**src/rtl/axi4_lite_slave.sv**
```systemverilog
// axi4_lite_slave: AXI4-Lite register bank with independent write and read FSMs.
// Define AXIL_SLAVE_DECERR_EN to answer out-of-range accesses with DECERR instead of OKAY.
module axi4_lite_slave #(
  parameter int ADDRESS    = 32,
  parameter int DATA_WIDTH = 32,
  parameter int NUM_REGS   = 8
) (
  input  logic                           ACLK,
  input  logic                           ARESETN,
  input  logic [ADDRESS-1:0]             S_AWADDR,
  input  logic                           S_AWVALID,
  output logic                           S_AWREADY,
  input  logic [DATA_WIDTH-1:0]          S_WDATA,
  input  logic [3:0]                     S_WSTRB,
  input  logic                           S_WVALID,
  output logic                           S_WREADY,
  output logic [1:0]                     S_BRESP,
  output logic                           S_BVALID,
  input  logic                           S_BREADY,
  input  logic [ADDRESS-1:0]             S_ARADDR,
  input  logic                           S_ARVALID,
  output logic                           S_ARREADY,
  output logic [DATA_WIDTH-1:0]          S_RDATA,
  output logic [1:0]                     S_RRESP,
  output logic                           S_RVALID,
  input  logic                           S_RREADY,
  output logic [NUM_REGS*DATA_WIDTH-1:0] REG_OUT
);
  localparam int IW = $clog2(NUM_REGS);
  localparam logic [1:0] W_IDLE = 2'd0, W_WAIT_W = 2'd1, W_WAIT_A = 2'd2, W_RESP = 2'd3;
  localparam logic [0:0] R_IDLE = 1'b0, R_DATA = 1'b1;
  localparam logic [ADDRESS-1:0] LIMIT = ADDRESS'(NUM_REGS * 4);
  logic [1:0] w_state, w_next, w_resp, r_resp;
  logic [0:0] r_state;
  logic [ADDRESS-1:0] aw_q, w_addr;
  logic [DATA_WIDTH-1:0] wd_q, w_data;
  logic [3:0] ws_q, w_strb;
  logic aw_hs, w_hs, ar_hs, commit, w_in, r_in;
  assign S_AWREADY = w_state == W_IDLE || w_state == W_WAIT_A;
  assign S_WREADY  = w_state == W_IDLE || w_state == W_WAIT_W;
  assign S_BVALID  = w_state == W_RESP;
  assign S_ARREADY = r_state == R_IDLE;
  assign S_RVALID  = r_state == R_DATA;
  assign aw_hs = S_AWVALID && S_AWREADY;
  assign w_hs  = S_WVALID && S_WREADY;
  assign ar_hs = S_ARVALID && S_ARREADY;
  // The completing handshake may carry either half live on the bus; the other half comes from the latch.
  assign w_addr = aw_hs ? S_AWADDR : aw_q;
  assign w_data = w_hs ? S_WDATA : wd_q;
  assign w_strb = w_hs ? S_WSTRB : ws_q;
  assign w_in   = w_addr < LIMIT;
  assign r_in   = S_ARADDR < LIMIT;
`ifdef AXIL_SLAVE_DECERR_EN
  assign w_resp = w_in ? 2'b00 : 2'b11;
  assign r_resp = r_in ? 2'b00 : 2'b11;
`else
  assign w_resp = 2'b00;
  assign r_resp = 2'b00;
`endif
  always_comb
    w_next = (w_state == W_IDLE)   ? (aw_hs && w_hs ? W_RESP : aw_hs ? W_WAIT_W : w_hs ? W_WAIT_A : W_IDLE) :
             (w_state == W_WAIT_W) ? (w_hs ? W_RESP : W_WAIT_W) :
             (w_state == W_WAIT_A) ? (aw_hs ? W_RESP : W_WAIT_A) :
                                     (S_BREADY ? W_IDLE : W_RESP);
  assign commit = w_next == W_RESP && w_state != W_RESP;
  always_ff @(posedge ACLK)
    if (!ARESETN) begin
      w_state <= W_IDLE;
      aw_q    <= '0;
      wd_q    <= '0;
      ws_q    <= '0;
      S_BRESP <= 2'b00;
    end else begin
      w_state <= w_next;
      if (aw_hs) aw_q <= S_AWADDR;
      if (w_hs) begin
        wd_q <= S_WDATA;
        ws_q <= S_WSTRB;
      end
      if (commit) S_BRESP <= w_resp;
    end
  for (genvar k = 0; k < NUM_REGS; k++) begin : g_reg
    logic [DATA_WIDTH-1:0] r;
    always_ff @(posedge ACLK)
      if (!ARESETN) r <= '0;
      else if (commit && w_in && w_addr[2 +: IW] == IW'(k))
        for (int b = 0; b < 4; b++)
          if (w_strb[b]) r[8*b +: 8] <= w_data[8*b +: 8];
    assign REG_OUT[DATA_WIDTH*k +: DATA_WIDTH] = r;
  end
  // RDATA samples the pre-edge register image, so a same-edge write is not visible yet.
  always_ff @(posedge ACLK)
    if (!ARESETN) begin
      r_state <= R_IDLE;
      S_RDATA <= '0;
      S_RRESP <= 2'b00;
    end else begin
      r_state <= ar_hs ? R_DATA : (S_RVALID && S_RREADY) ? R_IDLE : r_state;
      if (ar_hs) begin
        S_RDATA <= r_in ? REG_OUT[DATA_WIDTH*S_ARADDR[2 +: IW] +: DATA_WIDTH] : '0;
        S_RRESP <= r_resp;
      end
    end
endmodule

```
**config.mk**
```make
export PLATFORM = sky130hd
export DESIGN_NAME = axi4_lite_slave
export DESIGN_NICKNAME = d
export VERILOG_FILES = /design/src/rtl/axi4_lite_slave.sv
export SDC_FILE = /design/constraint.sdc
export NUM_CORES = 1
export LEC_CHECK = 0
export BUFFER_PORTS_ARGS = -buffer_cell sky130_fd_sc_hd__buf_2
export CAP_MARGIN = 10
export CORE_MARGIN = 2
export CORE_UTILIZATION = 53
export DETAILED_ROUTE_END_ITERATION = 8
export PLACE_DENSITY = 0.8
export SLEW_MARGIN = 10
export SYNTH_ARGS = -nofsm -noshare
export SYNTH_HDL_FRONTEND = slang
export SYNTH_SLANG_ARGS = --single-unit
```
**constraint.sdc**
```tcl
create_clock -name ACLK -period 2.13 [get_ports ACLK]
set_input_delay 0.213 -clock ACLK [delete_from_list [all_inputs] [get_ports ACLK]]
set_output_delay 0.213 -clock ACLK [all_outputs]
set_load 0.01 [all_outputs]
```
==> Yosys cells after proc, flatten, opt, wreduce, memory -nomap -nowiden <==
Index checks and enable logic that the tools add are counted.
{ "totals": {"ff_bits": 359, "input_bits": 107, "out_inout_bits": 297, "wordCells": 121} }
{ "classes": {"n_lt_le_gt_ge": 2, "eq_ne": 12, "n_shift": 1, "muxes": 15, "bitwise": 1, "n_reduce_logical": 52} }
{ "op_table": {"columns": ["operator", "count"], "rows": [
  ["$shiftx A256 B9 Y32", 1],
  ["$mux W32", 3],
  ["$lt A32 B6 Y1 const B", 2],
  ["$reduce_and A2 Y1", 32],
  ["$mux W2", 8],
  ["$logic_and A1 B1 Y1", 15],
  ["$eq A3 B3 Y1 const B", 4],
  ["$eq A2 B2 Y1 const B", 3],
  ["$eq A3 B2 Y1 const B", 2],
  ["$mux W4", 1],
  ["$eq A3 B1 Y1 const B", 1],
  ["$logic_not A3 Y1", 1],
  ["$mux W1", 3],
  ["$eq A2 B1 Y1 const B", 1],
  ["$logic_not A2 Y1", 1],
  ["$logic_or A1 B1 Y1", 2],
  ["$ne A2 B2 Y1 const B", 1],
  ["$reduce_bool A2 Y1", 1],
  ["$not A1 Y1", 1]
]} }

==> Depth between registers and ports, before layout <==
Gate-level depths: netlist of the first run.
{ "logic_depth": {"depth_word": 12, "depth_mapped": 7, "depth_no_buf": 5} }

==> Least setup slack after synthesis of the first run <==
OpenSTA, ideal clock, no wires.
{ "synth_path": {"path_type": "register -> register", "start": "register w_state[0]", "end": "register g_reg[2].r[10]", "arrival_time_ns": 1.848, "required_time_ns": 2.003, "slack_ns": 0.155, "path_stages_with_launch": 7, "path_buffers": 1, "period_less_slack_ns": 1.975, "cell_sequence": "dfxtp_1 nand2b_4 o32a_1 a211oi_4 buf_12 nand4_4 mux2i_1"} }
{ "synth_via": {"elab_chain_len": 12, "word_cells_on_any_way": 27, "classes_between": "order compare: 1; eq/ne: 5; mux: 11; reduce/logical: 10"} }
{ "synth_rtl": {"columns": ["item", "line", "text"], "rows": [
  ["start, declared", "33", "logic [1:0] w_state, w_next, w_resp, r_resp;"],
  ["start signal, assigned", "74", "w_state <= w_next;"],
  ["parallel branches: the longest is 12 deep, another holds $lt A32 B6 Y1", null, null],
  ["end signal, assigned by index", "88", "if (w_strb[b]) r[8*b +: 8] <= w_data[8*b +: 8];"],
  ["end, declared", "83", "logic [DATA_WIDTH-1:0] r;"]
]} }
Several ways; the timed one is not identified.
A chain may end at the register's enable or synchronous reset.

==> Final worst setup path of the first run <==
{ "layout_path": {"start": "input S_AWADDR[25]", "end": "register g_reg[5].r[22]"} }
{ "layout_via": {"elab_chain_len": 5} }
{ "layout_rtl": {"columns": ["item", "line", "text"], "rows": [
  ["start, declared", "10", "input logic [ADDRESS-1:0] S_AWADDR,"],
  ["$mux W32", null, null],
  ["$lt A32 B6 Y1", "51", "assign w_in = w_addr < LIMIT;"],
  ["$logic_and A1 B1 Y1 (2 in series)", "86", "else if (commit && w_in && w_addr[2 +: IW] == IW'(k))"],
  ["$reduce_and A2 Y1 (no source line)", null, null],
  ["end signal, assigned by index", "88", null],
  ["end, declared", "83", null]
]} }
Every way passes these cells.

==> results of run 1 <==
## stage by stage
step / power (mW) / hold WS [ns] / area, um2 / util [%] / std cells
global route: 15.63 / 0.01953 / 20630 / 71.68 / 2341
global placement: 8.043 / 0.4086 / 18490 / 64.26 / 2211
finish: 15.21 / 0.02186 / 20630 / 71.68 / 2341
detailed placement: 8.074 / 0.4076 / 18490 / 64.26 / 2211
CTS: 15.15 / 0.001459 / 20310 / 70.56 / 2318
floorplan: 7.608 / 0.3028 / 15580 / - / 1444
## registers in the layout, summed over array words and instances, names as in the netlist
register / cells
S_RDATA: 32
w_state: 2
S_RVALID: 1
ws_q: 4
aw_q: 30
wd_q: 32
g.r: 256
## metal layers
metal | part of all wire (%) | global-route usage (%) | vias to the layer above | wire length (um)
li1 | - | - | 5994 | -
met1 | 38 | 36.13 | 6452 | 18900
met2 | 49 | 54.58 | 704 | 24800
met3 | 8.9 | 7.771 | 173 | 4475
met4 | 4.2 | 13.82 | 2 | 2130
met5 | 0.028 | 0 | - | 14
## cell type report
cell class | count | area (um2)
Clock inverter | 15 | 211.5
Sequential cell | 357 | 7151
Antenna cell | 3 | 7.507
Timing Repair Buffer | 527 | 3473
Tap cell | 384 | 480.5
Multi-Input combinational cell | 966 | 8020
Clock buffer | 54 | 1155
Inverter | 35 | 131.4
Fill cell | 2025 | 8150
## path summary, 6_finish.rpt
| kind | from | endpoint | slack [ns] | cells after the start |
|---|---|---|---|---|
| worst max register to register | aw_q[30] | g_reg[5].r[22] | 0.01 | 8 |
| worst min register to register | g_reg[6].r[22] | g_reg[6].r[22] | 0.46 | 2 |
| worst max-delay path | S_AWADDR[25] | g_reg[5].r[22] | -0.05 | 10 |
| worst min-delay path | S_WVALID | w_state[1] | 0.02 | 3 |
## where the power goes
group | total, mW | leakage (nW) | switching (mW) | internal, mW
clock | 7.12 | 0.667 | 2.73 | 4.39
sequential | 6.81 | 2.89 | 0.0488 | 6.76
combinational | 1.29 | 7.43 | 0.744 | 0.542
total | 15.2 | 11.0 | 3.52 | 11.7
## worst max-delay path, cell delays in order
cell and delay (ns):
sky130_fd_sc_hd__dlygate4sd3_1 0.53, sky130_fd_sc_hd__buf_2 0.13, sky130_fd_sc_hd__nor4_1 0.34, sky130_fd_sc_hd__nand3_2 0.18, sky130_fd_sc_hd__a211oi_4 0.26, sky130_fd_sc_hd__buf_6 0.15, sky130_fd_sc_hd__buf_12 0.13, sky130_fd_sc_hd__buf_12 0.15
sky130_fd_sc_hd__nand4_4 0.26, sky130_fd_sc_hd__mux2i_1 0.26
## cell usage after synthesis
| master | instances |
|---|---|
| sky130_fd_sc_hd__inv_1 | 35 |
| sky130_fd_sc_hd__o32a_1 | 1 |
| sky130_fd_sc_hd__mux2i_2 | 1 |
| sky130_fd_sc_hd__buf_4 | 5 |
| sky130_fd_sc_hd__nand3b_1 | 4 |
| sky130_fd_sc_hd__nand4_2 | 1 |
| sky130_fd_sc_hd__nand2b_1 | 2 |
| sky130_fd_sc_hd__nand2_1 | 384 |
| sky130_fd_sc_hd__a21boi_0 | 29 |
| sky130_fd_sc_hd__mux4_2 | 64 |
| sky130_fd_sc_hd__dfxtp_1 | 357 |
| sky130_fd_sc_hd__nor2_1 | 8 |
| sky130_fd_sc_hd__o31ai_4 | 1 |
| sky130_fd_sc_hd__buf_12 | 3 |
| sky130_fd_sc_hd__mux2_2 | 33 |
| sky130_fd_sc_hd__o21ai_0 | 34 |
| sky130_fd_sc_hd__buf_2 | 16 |
| sky130_fd_sc_hd__or4_1 | 2 |
| sky130_fd_sc_hd__nor4_1 | 17 |
| sky130_fd_sc_hd__conb_1 | 1 |
| sky130_fd_sc_hd__o211a_1 | 1 |
| sky130_fd_sc_hd__or3_1 | 1 |
| sky130_fd_sc_hd__nor2_2 | 4 |
| sky130_fd_sc_hd__nand3_2 | 1 |
| sky130_fd_sc_hd__buf_6 | 1 |
| sky130_fd_sc_hd__nand2b_4 | 1 |
| sky130_fd_sc_hd__nor2b_1 | 5 |
| sky130_fd_sc_hd__clkbuf_1 | 54 |
| sky130_fd_sc_hd__and2_1 | 33 |
| sky130_fd_sc_hd__a211oi_4 | 1 |
| sky130_fd_sc_hd__nand4_1 | 3 |
| sky130_fd_sc_hd__mux2i_1 | 294 |
| sky130_fd_sc_hd__nand4_4 | 31 |
| sky130_fd_sc_hd__buf_1 | 7 |
| sky130_fd_sc_hd__a21oi_1 | 2 |
| sky130_fd_sc_hd__nor3_1 | 1 |
| sky130_fd_sc_hd__nand3_1 | 3 |
## logic make-up after synthesis
logic type / Yosys count / share of synthesized area (%)
compound gates: 69 / 2.950
mux: 392 / 30.64
other cells: 1 / 0.02409
simple gates: 501 / 16.95
flops: 357 / 45.91
buf+inv: 121 / 3.528
## cell usage in the layout, fill, tap and decap left out, drive strengths merged
master         n
clkbuf        55
clkinvlp       3
o21ai         34
or4            2
nand2        384
mux2          33
nor2          12
o32a           1
dfxtp        357
a211oi         1
nor4          17
mux2i        295
diode          3
nand3b         4
mux4          64
inv           35
buf          494
o31ai          1
or3            1
dlygate4sd3   32
nand2b         3
clkinv         7
conb           4
and2          33
nand3          4
nor3           1
nor2b          5
a21boi        29
o211a          1
a21oi          2
bufinv         5
nand4         35
## repair_timing
item	4_1_cts	5_1_grt
setup endpoints to repair	232	256
hold buffers	32	0
endpoints found under the hold margin	32	0
pin swaps	11	17
gates cloned	0	1
buffers inserted	6	19
resized for setup	6	26
==> impl_summary.md, run 1 <==
CTS
TritonCTS created 38 clock buffers. For the worst-skew pair, the clock arrives at the later sink with an insertion delay of 0.53 ns. The clock drives 357 sinks. The number of H-tree branching levels is 2. The clock tree from TritonCTS is done. The clock passes through at most 3 buffers. After clock tree synthesis, the clock-pin slew on the worst setup and hold paths is 0.06 ns. The root buffer cell is sky130_fd_sc_hd__clkbuf_16.

Placement
The post-place setup slack is -0.1538 ns. The count of buffers inserted at the top-level ports is 395. The post-DP HPWL is 33030 um. The routability-driven placement congestion ratio is 0.8699.

Route
The vias per cell is 5.692. The count of nets left with antenna violations once routing finished came out at 0. Dividing the detail-routed wire length by the instance count gives approximately 21 um. The wire length after detailed routing is 50320 um.

For this run, design rule violations remaining after detail routing come to 0. The detailed-routing iteration count for the pre-antenna-repair pass is 6. The first routing iteration left roughly 910 violations. The detailed-route via count is 13330.

Floorplanning
The placement row count is 62. The die extent in x is ~180 um. The floorplan die area is 30760 um2. The number of ports placed on the die boundary is 404.

The initial core utilization is between 50% and 60%. After floorplanning, the core was sized to cover 28780 um2. The vertical die dimension is 175.4 um.

Worst setup path
The worst endpoint required time is 2.56 ns. The worst setup path is launched from an input pin. The data arrival time of the critical path is about 2.6 ns. The critical path is of the input pin to register type.

The highest fanout seen on the critical path is 8. The worst setup path is captured at a register.

Run status
The flow ran to the end, but the final reports show violations. The checks that failed: setup timing.

Layout
The net count of the finished layout is about 2000. In the final layout, the share of cells above drive strength 1 is 36.75%. From synthesis to final layout, the design area changed by 32.52%.

Yosys
The synthesis warning total is 0. The synthesized netlist contains 37 unique library cells. A synthesized cell averages approximately 11 um2.

Sorting the synthesized cells by area gives the leading types as sky130_fd_sc_hd__dfxtp_1 (46%), sky130_fd_sc_hd__mux2i_1 (19%), sky130_fd_sc_hd__mux4_2 (9.3%). Of the post-synthesis cell area, the dominant cell type holds 45.91%. The sequential cell area fraction in the yosys report is 45.91%. The post-synthesis instance area is between 15000 and 20000 um2.

The cell taking the most area after synthesis is sky130_fd_sc_hd__dfxtp_1. Synthesis produced 1441 cells. The register bit total from synthesis is 357.

STA
After layout, the worst setup slack is -0.05090 ns. Setup repair after global routing could not meet its margin everywhere. At the pin with the least slew margin, the transition time is 0.5565 ns. Setup violations remaining at the end of the flow were counted as 95. Measured against its own limit, the worst slew margin works out to 62.90%. Of the available clock period, the critical path in the final layout requires 102.4%.

The number of max-slew violations in the final report is 0. Static timing analysis puts the maximum clock frequency at between 0.4 and 0.5 GHz. The final-layout setup total negative slack is -1.471 ns. The worst-case clock skew is 0.02260 ns. The clock period minus final worst setup slack is 2.181 ns. The final hold violation count is 0.

Hold path
The worst hold path belongs to the class input pin to register.

Power
In this run the static leakage power is 10.98 nW. The worst supply voltage drop on vdd is roughly 0.52 mV. For this design the ratio of total power to cell area is ~740 nW/um2.

Global routing
The via count of the first global-routing pass was between 10000 and 15000. After global routing the overflow that remains totals 0. The initial antenna violation count came to 5. The first global-routing pass estimated 74910 um of wire. The aggregate global-route resource usage is 31.20%. The maximum number of pins on one net before global-route repair is 50.

Flow run
The number of maximum-capacitance violations is 0.
No activity file was read; power rests on OpenSTA's default activity.
==> run 2: changes to the inputs <==
==> constraint.sdc (replaced) <==
create_clock -name ACLK -period 2.13 [get_ports ACLK]
set_input_delay 0 -clock ACLK [delete_from_list [all_inputs] [get_ports ACLK]]
set_output_delay 0 -clock ACLK [all_outputs]
set_load 0.01 [all_outputs]
==> run 2 against run 1 <==
Net effect: the flow now finishes without violations; sequential cell count unchanged; power decreased by 5.4%; worst setup slack improved by 0.11 ns; via count decreased by 2.1%; worst hold slack got worse by 0.0056 ns; final area decreased by 2.0%; combinational power decreased by 5%; register-to-register slack improved by 0.05 ns; critical endpoint is now g_reg[7].r[2].
==> impl_summary.md, run 2 (synthesized netlist as in run 1, its figures left out) <==
Run status
The flow ran to the end, and the final reports show no timing, DRC or antenna violations.

STA
The final hold slack is 0.01623 ns. The worst-margin pin slew is 1.020 ns. The worst-case clock skew is 0.01211 ns. The number of max-slew violations in the final report came to 0. Setup repair after global routing could not meet its margin everywhere. The count of endpoints failing setup in the final report is 0. In the finished design, the share of the clock period the worst path needs comes to 97.14%. Derived from the worst setup path, the maximum achievable clock frequency is 0.4833 GHz. Headroom to the max-slew limit came out at 32.01%.

The final hold violation count is 0. The clock period minus final worst setup slack is between 2 and 2.5 ns.

Floorplanning
The floorplan step defined a die boundary enclosing 30760 um2. The die extent in x is 175.4 um. The vertical die dimension is 175.4 um. The core outline area is roughly 29000 um2. Once the floorplan was initialized, standard cells occupied 54.09% of the core.

In this run the count of I/O pins placed on the die edge is between 400 and 500. The initialized floorplan defines 62 standard-cell rows.

Layout
The flip-flop count of the largest register after layout is 256. The share of post-route cells with drive strength above 1 is 34.26%. The count of cells in the finished layout, fillers not included, comes to 2321. The library cell used most frequently in the layout, excluding fill and tap cells, is sky130_fd_sc_hd__buf_2. In the final layout, the multi-input gates occupy between 7000 and 8000 um2. Fill cells in the final layout number 2089.

Once layout is complete, the utilization of the core stands at 70.24%. Leaving out fill and tap cells, the most frequent cells in the layout are sky130_fd_sc_hd__buf_2 (392), sky130_fd_sc_hd__nand2_1 (383), sky130_fd_sc_hd__dfxtp_1 (356). In the final layout, the registers with the most flip-flops are g.r x256, S_RDATA x32, wd_q x32. Across the whole layout, storage elements account for 7148 um2. From synthesis to final layout, the design area changed by 29.85%.

The number of nets in the layout is 2017. The register with the most flip-flops is g.r.

Worst setup path
The highest fanout seen on the critical path is 17. The launch point of the worst path is w_state[0]. Among all stages on the critical path, the largest delay is contributed by sky130_fd_sc_hd__dfxtp_2.

The capture point of the worst reg-to-reg path is g_reg[7].r[2]. STA classifies the critical path startpoint as a register. The endpoint of the most critical setup path is g_reg[7].r[2]. The critical path start-end classification is register to register.

The data arrival time of the critical path is 2.50 ns. Setup slack on the worst reg-to-reg path comes out at ~0.06 ns. The reg-to-reg startpoint is w_state[0]. Walking the worst path, the cells encountered are nand2b_4, buf_12, mux2i_1, a211oi_4, buf_12, buf_12, nand4_4, mux2i_1. Data on the critical path is required at its endpoint by around 2.6 ns. The worst register-to-register path has a depth of 8.

In this design, the critical path's most frequently occurring cell is sky130_fd_sc_hd__buf_12. The maximum cell stage delay along the critical path is 0.34 ns. The sort of element at the end of the critical path is a register.

Global routing
Global routing used a little under a third of the available tracks. For this run the aggregate overflow at the end of global routing stands at 0. The first global-routing pass estimated between 70000 and 80000 um of wire. The via count of the first global-routing pass is 13300.

The maximum number of pins on one net before global-route repair is 56. The initial antenna violation count is 4.

Placement
The count of buffers added on input and output ports is 395. The number of placed instances, taps included, is 2187. The routability-driven placement congestion ratio is 0.8815. Once detailed placement completed, the half-perimeter wirelength came to 32640 um.

Power
The switching portion of total power is between 20% and 30%. Registers are responsible for 47.2% of the overall power. In this run the power spent charging and discharging nets is 3.363 mW. Per report_power, the combinational group accounts for 8.5% of the total.

The clock network accounts for between 40% and 50% of the total power. The static leakage power is ~11 nW. The internal portion of the total power is 11.03 mW.

In this run the power density over the cells is about 700 nW/um2. The worst supply voltage drop on vdd is 0.5828 mV.

Route
For this run, design rule violations remaining after detail routing come to 0. The count of nets left with antenna violations once routing finished came out at 0. The vias per cell is 5.618. In the final routed layout, each cell accounts on average for between 20 and 25 um. The violation count after the first detailed-routing iteration is 925. The detailed-route via count is 13040.

The routed design has 48770 um of wire. Before antenna repair, the detailed router went through 5 iterations.

Flow run
Across the run, the number of max-cap violations was 0.

CTS
The clock sink count is roughly 360. In this run, CTS created clock tree buffers numbering 38. The clock tree buffer depth is 3. The root buffer cell is sky130_fd_sc_hd__clkbuf_16. Clock-pin slew was measured on the worst setup and hold paths at 0.06 ns. CTS built an H-tree with a depth of 2. TritonCTS built the clock tree.

The clock insertion delay at the later pin of the skew report is 0.52 ns.

Hold path
The kind of path behind the tightest hold check is input pin to register.
run 2: per-layer routing:
layer / global-route usage, % / routed length, um / part of all wire, %
met5: 0 / 13 / 0.027
met3: 6.926 / 3936 / 8.1
met1: 37.08 / 18770 / 38
met2: 53.23 / 24290 / 50
met4: 12.67 / 1755 / 3.6
run 2: repair_timing:
item	in CTS	in global routing
pin swaps	3	13
resized for setup	7	6
gates cloned	0	0
endpoints found under the setup margin	90	258
buffers inserted	0	18
endpoints found under the hold margin	77	0
hold buffers	49	0
run 2: cell type report:
cell class | count | area share, %
Antenna cell | 2 | 0.02476
Multi-Input combinational cell | 966 | 39.32
Inverter | 35 | 0.6499
Tap cell | 384 | 2.377
Sequential cell | 357 | 35.36
Clock buffer | 60 | 5.626
Clock inverter | 5 | 0.2476
Timing Repair Buffer | 512 | 16.39
run 2: worst min-delay path by stage:
stage,from,to,depth (start not counted)
2_1_floorplan,S_BREADY,w_state[0],1
3_3_place_gp,S_BREADY,w_state[1],2
3_5_place_dp,S_BREADY,w_state[1],2
4_1_cts,S_WDATA[25],wd_q[25],4
5_1_grt,S_WDATA[2],wd_q[2],4
6_report,S_WDATA[25],wd_q[25],4
run 2: power groups by stage:
| stage | combinational, mW | clock [mW] | sequential, mW |
|---|---|---|---|
| after global routing | 1.30 | 6.70 | 6.80 |
| after CTS | 1.18 | 6.43 | 6.79 |
| after floorplan | 0.680 | 0 | 6.93 |
| final | 1.22 | 6.38 | 6.80 |
| after global placement | 1.07 | 0 | 6.93 |
| after detailed placement | 1.09 | 0 | 6.94 |
run 2: critical path, delay by kind of cell, from the launching register on:
| family | cells | cell delay [ns] |
|---|---|---|
| AND/OR/NAND/NOR | 2 | 0.43 |
| flip-flops | 1 | 0.34 |
| AO/OA/AOI/OAI | 1 | 0.28 |
| buffers and inverters | 3 | 0.50 |
| multiplexers | 2 | 0.42 |
run 2: metrics by stage:
stage	worst slack, ns	power (mW)	setup TNS (ns)	instance area (um2)
6_report	0.06094	14.40	0	20210
5_1_grt	-0.02161	14.81	-0.08536	20210
4_1_cts	0.02382	14.40	0	19980
3_5_place_dp	-0.06551	8.029	-2.441	18280
3_3_place_gp	0.02479	8.003	0	18280
2_1_floorplan	0.1548	7.608	0	15580
